$ cat src/rtl/pipe_ctrl_if.sv
// pipe_ctrl_if: data-memory request/acknowledge bus between the pipeline controller and data memory
interface pipe_ctrl_if;
    logic dmem_req;
    logic dmem_we;
    logic dmem_ack;
    modport master (output dmem_req, dmem_we, input dmem_ack);
    modport slave  (input dmem_req, dmem_we, output dmem_ack);
endinterface

$ cat src/rtl/pipe_ctrl.sv
// pipe_ctrl: pipeline hazard control with data-memory wait/timeout sequencing and stall statistics
module pipe_ctrl #(
    parameter int TIMEOUT = 16
) (
    input  logic               CLK,
    input  logic               nRST,
    input  logic               MemAccess_M,
    input  logic               MemWrite_M,
    input  logic [4:0]         Rs1_D,
    input  logic [4:0]         Rs2_D,
    input  logic [4:0]         RD_addr_E,
    input  logic [1:0]         ResultSrc_E,
    input  logic               PCSrc_E,
    pipe_ctrl_if.master        dmem,
    output logic               StallF,
    output logic               StallD,
    output logic               StallE,
    output logic               StallM,
    output logic               FlushD,
    output logic               FlushE,
    output logic               FlushW,
    output logic               mem_err,
    output logic [15:0]        stall_cnt
);
    typedef enum logic {IDLE, WAIT} state_t;

    state_t      state;
    logic [7:0]  wcnt;
    logic        err_q;
    logic [15:0] cnt_q;
    logic        idle, timeout, mem_stall, load_use, branch, lu_stall;

    // Memory sequencing, hazard detection and priority resolution; all outputs are zeroed while in reset
    always_comb begin
        idle      = state == IDLE;
        timeout   = !idle && !dmem.dmem_ack && wcnt == 8'(TIMEOUT - 1);
        mem_stall = idle ? MemAccess_M && !dmem.dmem_ack : !dmem.dmem_ack && !timeout;
        load_use  = ResultSrc_E == 2'b01 && RD_addr_E != 5'd0 && (Rs1_D == RD_addr_E || Rs2_D == RD_addr_E);
        branch    = !mem_stall && !timeout && PCSrc_E;
        lu_stall  = !mem_stall && !timeout && !PCSrc_E && load_use;
        dmem.dmem_req = nRST && (idle ? MemAccess_M : !timeout);
        dmem.dmem_we  = dmem.dmem_req && MemWrite_M;
        StallF    = nRST && (mem_stall || lu_stall);
        StallD    = StallF;
        StallE    = nRST && mem_stall;
        StallM    = StallE;
        FlushD    = nRST && branch;
        FlushE    = nRST && (branch || lu_stall);
        FlushW    = nRST && (mem_stall || timeout);
        mem_err   = nRST && err_q;
        stall_cnt = nRST ? cnt_q : 16'd0;
    end

    // Memory FSM, wait counter, sticky timeout flag and saturating front-end stall counter
    always_ff @(posedge CLK) begin
        if (!nRST) begin
            state <= IDLE;
            wcnt  <= 8'd0;
            err_q <= 1'b0;
            cnt_q <= 16'd0;
        end else begin
            if (StallF && cnt_q != 16'hFFFF)
                cnt_q <= cnt_q + 16'd1;
            if (idle) begin
                if (MemAccess_M && !dmem.dmem_ack) begin
                    state <= WAIT;
                    wcnt  <= 8'd1;
                end
            end else if (dmem.dmem_ack || timeout) begin
                state <= IDLE;
                wcnt  <= 8'd0;
                if (timeout)
                    err_q <= 1'b1;
            end else begin
                wcnt <= wcnt + 8'd1;
            end
        end
    end
endmodule

$ cat src/flat_wrapper.sv
// flat-port wrapper written by rule: the top's interface ports become plain ports
module pipe_ctrl_flat 
#(
    parameter int TIMEOUT = 16
)
  (CLK, nRST, MemAccess_M, MemWrite_M, Rs1_D, Rs2_D, RD_addr_E, ResultSrc_E, PCSrc_E, StallF, StallD, StallE, StallM, FlushD, FlushE, FlushW, mem_err, stall_cnt, dmem_dmem_req, dmem_dmem_we, dmem_dmem_ack);
  pipe_ctrl_if dmem_i ();
  input  logic CLK;
  input  logic nRST;
  input  logic MemAccess_M;
  input  logic MemWrite_M;
  input  logic [4:0] Rs1_D;
  input  logic [4:0] Rs2_D;
  input  logic [4:0] RD_addr_E;
  input  logic [1:0] ResultSrc_E;
  input  logic PCSrc_E;
  output logic StallF;
  output logic StallD;
  output logic StallE;
  output logic StallM;
  output logic FlushD;
  output logic FlushE;
  output logic FlushW;
  output logic mem_err;
  output logic [15:0] stall_cnt;
  output wire logic [$bits(dmem_i.dmem_req)-1:0] dmem_dmem_req;
  output wire logic [$bits(dmem_i.dmem_we)-1:0] dmem_dmem_we;
  input wire logic [$bits(dmem_i.dmem_ack)-1:0] dmem_dmem_ack;
  assign dmem_dmem_req = dmem_i.dmem_req;
  assign dmem_dmem_we = dmem_i.dmem_we;
  assign dmem_i.dmem_ack = dmem_dmem_ack;
  pipe_ctrl #(.TIMEOUT(TIMEOUT)) u_core (.CLK(CLK), .nRST(nRST), .MemAccess_M(MemAccess_M), .MemWrite_M(MemWrite_M), .Rs1_D(Rs1_D), .Rs2_D(Rs2_D), .RD_addr_E(RD_addr_E), .ResultSrc_E(ResultSrc_E), .PCSrc_E(PCSrc_E), .dmem(dmem_i), .StallF(StallF), .StallD(StallD), .StallE(StallE), .StallM(StallM), .FlushD(FlushD), .FlushE(FlushE), .FlushW(FlushW), .mem_err(mem_err), .stall_cnt(stall_cnt));
endmodule
$ cat config.mk
export PLATFORM = sky130hd
export DESIGN_NAME = pipe_ctrl_flat
export DESIGN_NICKNAME = d
export VERILOG_FILES = /design/src/rtl/pipe_ctrl_if.sv /design/src/rtl/pipe_ctrl.sv /design/src/flat_wrapper.sv
export SDC_FILE = /design/constraint.sdc
export NUM_CORES = 1
export LEC_CHECK = 0
export CAP_MARGIN = 40
export CORE_ASPECT_RATIO = 2
export CORE_MARGIN = 5
export CORE_UTILIZATION = 47
export DETAILED_ROUTE_END_ITERATION = 8
export PLACE_DENSITY = 0.9
export SLEW_MARGIN = 0
export SYNTH_ARGS = -nofsm -noshare
export SYNTH_HDL_FRONTEND = slang
export SYNTH_SLANG_ARGS = --single-unit
$ cat constraint.sdc
create_clock -name CLK -period 2.6 [get_ports CLK]
set_input_delay 0.52 -clock CLK [delete_from_list [all_inputs] [get_ports CLK]]
set_output_delay 0.52 -clock CLK [all_outputs]
set_load 0.1 [all_outputs]
==> results by group <==
Setup path
  • Reg2Reg Depth: 8
  • Worst setup path start: MemAccess_M
  • Critical path endpoint category: output pin
  • Crit path launch type: primary input
  • CP Data Arrival Time: 2030 ps
  • Crit path kind: in -> out
  • Worst R2R Setup Slack: 100 ps
  • Critical R2R Launch: u_core.wcnt[0]$_SDFFE_PN0P_
  • CP required: between 2000 and 2500 ps
  • FF-to-FF End: u_core.cnt_q[14]$_SDFFE_PN0P_
  • Worst-path fanout max: 3

Die
  • Die Y: about 93 um
  • Starting Density: 0.484
  • Rows: 30
  • Die Area: 0.00478 mm^2
  • Die width: 51.5 um
  • Num ports: 49
  • Core area: between 0.003 and 0.004 mm^2

Cells and area
  • Net count, final: around 300
  • Final std cells w/o fill: roughly 300
  • Share of layout cells above drive strength 1: 0.335
  • Diode count: 0
  • Area Overhead vs Synth: 70.8%

Placement
  • Global placement routability congestion: 0.941
  • Detailed placement HPWL: around 3600 um
  • PortBufs: 48
  • Inst Count DP: 289

Timing
  • Setup Skew: around 4.0 ps
  • Worst-Margin Slew: 666 ps
  • Count of pins over their slew limit: 0
  • Relative slew slack: 0.551
  • Final setup fails: 0
  • Post-layout min period: 2550 ps
  • Setup TNS: 0 ps
  • Max frequency: 0.392 GHz
  • Tcrit/Tclk final: 0.982
  • Final Hold Viols: 0

Drt
  • WL final: 6260 um
  • Pre-antenna DRT Iters: 4
  • DRC violation total after the first TritonRoute iteration: between 90 and 100
  • Routed Antenna Nets: 0
  • Routed vias/inst: 6.17
  • # DRC: 0
  • WL/cell: between 20 and 25 um
  • Vias post-DR: 1857

Power
  • Tot Pwr: 0.000997 W
  • Net Switching: 0.000276 W
  • Clock power share: 0.345
  • Leak: 1.20 nW
  • Power Density: 361 mW/mm^2
  • Int Power: 0.000721 W
  • Logic pwr share: 0.249
  • Peak VDD IR: 0.000399 V
  • Net Sw Frac: 0.277
  • Seq pwr share: 0.406

Clock network
  • Clock root buffer: clkbuf_8
  • CTS Buf Count: 3
  • # clock sinks: 26
  • CTS Buffer Depth: 2
  • CTS clk-pin slew, worst paths: 100 ps
  • Clock tree from TritonCTS: done
  • H-tree levels: 1
  • Clock latency at the later pin of the worst-skew pair: ~280 ps

Logic synthesis
  • Synth warn: 0
  • Number of synthesized flops with an enable pin: 0
  • Seq/Total Area, Yosys: 0.322
  • Register bit count reported by yosys: 26
  • Syn nets: 220
  • Async set-or-reset flop fraction in the synthesized netlist: 0
  • Synth Instances: 195
  • Post-Syn Area: 0.00162 mm^2
  • Most used DFF post-synth: dfxtp_1
  • Syn avg cell area: about 8.3 um^2
  • Synth unique cells: 43

Global route
  • Final global-route overflow total: 0
  • Initial antenna violation count: 0
  • Vias in the first global route: 1972
  • Overall global routing resource usage: 0.270
  • Largest net degree at the start of global routing: 40
  • First-pass GRT wire length: 9670 um

Worst hold path
  • Hold worst-path end: u_core.cnt_q[5]$_SDFFE_PN0P_
  • WHS Path Cells: 1
  • Worst Hold Class: reg -> reg
  • Hold path startpoint: u_core.cnt_q[5]$_SDFFE_PN0P_

Run status
  • Status: complete, no violations

Job
  • Max-cap violations: 0
[Yosys cell counts, drive strengths merged, types with 2 or more instances]
| cell | count | area (um^2) |
|---|---|---|
| nand3 | 12 | 60.1 |
| buf | 4 | 31.3 |
| or4 | 2 | 15.0 |
| nor2b | 11 | 68.8 |
| o211ai | 2 | 15.0 |
| xnor2 | 11 | 96.3 |
| nand4 | 3 | 18.8 |
| and4 | 2 | 17.5 |
| and3 | 6 | 37.5 |
| nand2 | 10 | 37.5 |
| a21oi | 5 | 25.0 |
| mux2 | 4 | 45.0 |
| inv | 5 | 18.8 |
| o221a | 2 | 22.5 |
| clkbuf | 4 | 15.0 |
| o21ai | 14 | 77.6 |
| nor2 | 10 | 37.5 |
| ha | 2 | 25.0 |
| nor3 | 3 | 15.0 |
| o31ai | 6 | 45.0 |
| or3 | 5 | 31.3 |
| dfxtp | 26 | 521 |
| and2 | 19 | 119 |
| a22oi | 2 | 15.0 |
| a21boi | 5 | 37.5 |
| nor3b | 3 | 22.5 |
| nor4 | 3 | 18.8 |
| o211a | 2 | 20.0 |
| mux2i | 2 | 20.0 |
[critical path, stage by stage]
cell	delay (ps)
clkdlybuf4s50_1	510
o21ai_2	80
a311o_1	320
buf_4	180
clkinvlp_4	100
buf_4	140
buf_12	170
[what timing repair did]
item,CTS,global route
hold buffers,0,0
setup buffers,7,1
endpoints found under the setup margin,4,11
pin swaps,10,10
resized for setup,19,22
[flip-flops by register name (all words and copies together) (netlist names)]
name	flops
u_core.err_q	1
u_core.state	1
u_core.wcnt	8
u_core.cnt_q	16
[worst max path at each step]
stage | endpoint | slack [ps] | depth (start not counted)
floorplan | StallF | -160 | 5
global placement | FlushE | -100 | 6
detailed placement | u_core.cnt_q[14]$_SDFFE_PN0P_ | -150 | 9
CTS | StallD | 8 | 6
global route | StallD | -4 | 7
finish | StallE | 50 | 7
[layer usage]
layer  wire, um  GRT usage
met2       3540      0.515
met4        385      0.166
met1       2060      0.256
met3        284     0.0306
met5          0          0
[stage by stage]
step	area (um^2)	setup WS, ps	hold WS, ps	util
floorplan	1650	-159	424	-
finish	2760	47.2	463	0.826
global placement	2540	-101	439	0.761
detailed placement	2540	-146	449	0.761
CTS	2700	7.74	463	0.809
global route	2760	-3.50	494	0.826
[cell families after synthesis]
group	synth area share
simple gates	0.323
compound gates	0.194
flops	0.322
buf+inv	0.0403
xor+xnor	0.0651
mux	0.0403
fa+ha+maj	0.0155
[power by group through the flow]
| stage | logic [W] | registers [W] | clock network, W |
|---|---|---|---|
| 5_1_grt | 0.000258 | 0.000406 | 0.000364 |
| 3_5_place_dp | 0.000221 | 0.000413 | 0 |
| 6_report | 0.000248 | 0.000405 | 0.000344 |
| 2_1_floorplan | 0.000116 | 0.000413 | 0 |
| 3_3_place_gp | 0.000216 | 0.000413 | 0 |
| 4_1_cts | 0.000236 | 0.000404 | 0.000338 |
[cell usage in the layout, fill, tap and decap left out, types with 2 or more instances in the layout]
cell / netlist / final
nor4_2: 0 / 2
o31ai_1: 6 / 4
xnor2_1: 11 / 6
dlymetal6s2s_1: 0 / 7
clkdlybuf4s50_1: 0 / 4
or3_1: 5 / 5
o211a_1: 2 / 2
mux2i_1: 2 / 2
nand3_1: 12 / 11
and2_1: 19 / 18
o221a_2: 2 / 2
and3_1: 6 / 5
o21ai_2: 2 / 2
and4_1: 2 / 2
dlygate4sd2_1: 0 / 7
nor3_1: 3 / 2
nor2_1: 10 / 9
a21oi_1: 5 / 5
mux2_2: 4 / 4
o211ai_1: 2 / 2
buf_12: 0 / 26
nand4_1: 3 / 3
buf_4: 2 / 29
a22oi_1: 2 / 2
nor3b_1: 3 / 3
inv_1: 5 / 4
clkbuf_2: 0 / 3
o21ai_0: 12 / 12
xnor2_2: 0 / 5
dfxtp_1: 26 / 26
nand2_1: 10 / 10
nor2b_1: 11 / 11
clkbuf_8: 0 / 3
a21boi_1: 4 / 4
[cell type report]
class | instances | area (um^2)
Multi-Input combinational cell | 156 | 1140
Timing Repair Buffer | 78 | 963
Tap cell | 32 | 40.0
Clock inverter | 1 | 30.0
Inverter | 5 | 22.5
Fill cell | 179 | 582
Clock buffer | 3 | 41.3
Sequential cell | 26 | 520
Note: power is estimated with default switching activity, not from simulation.
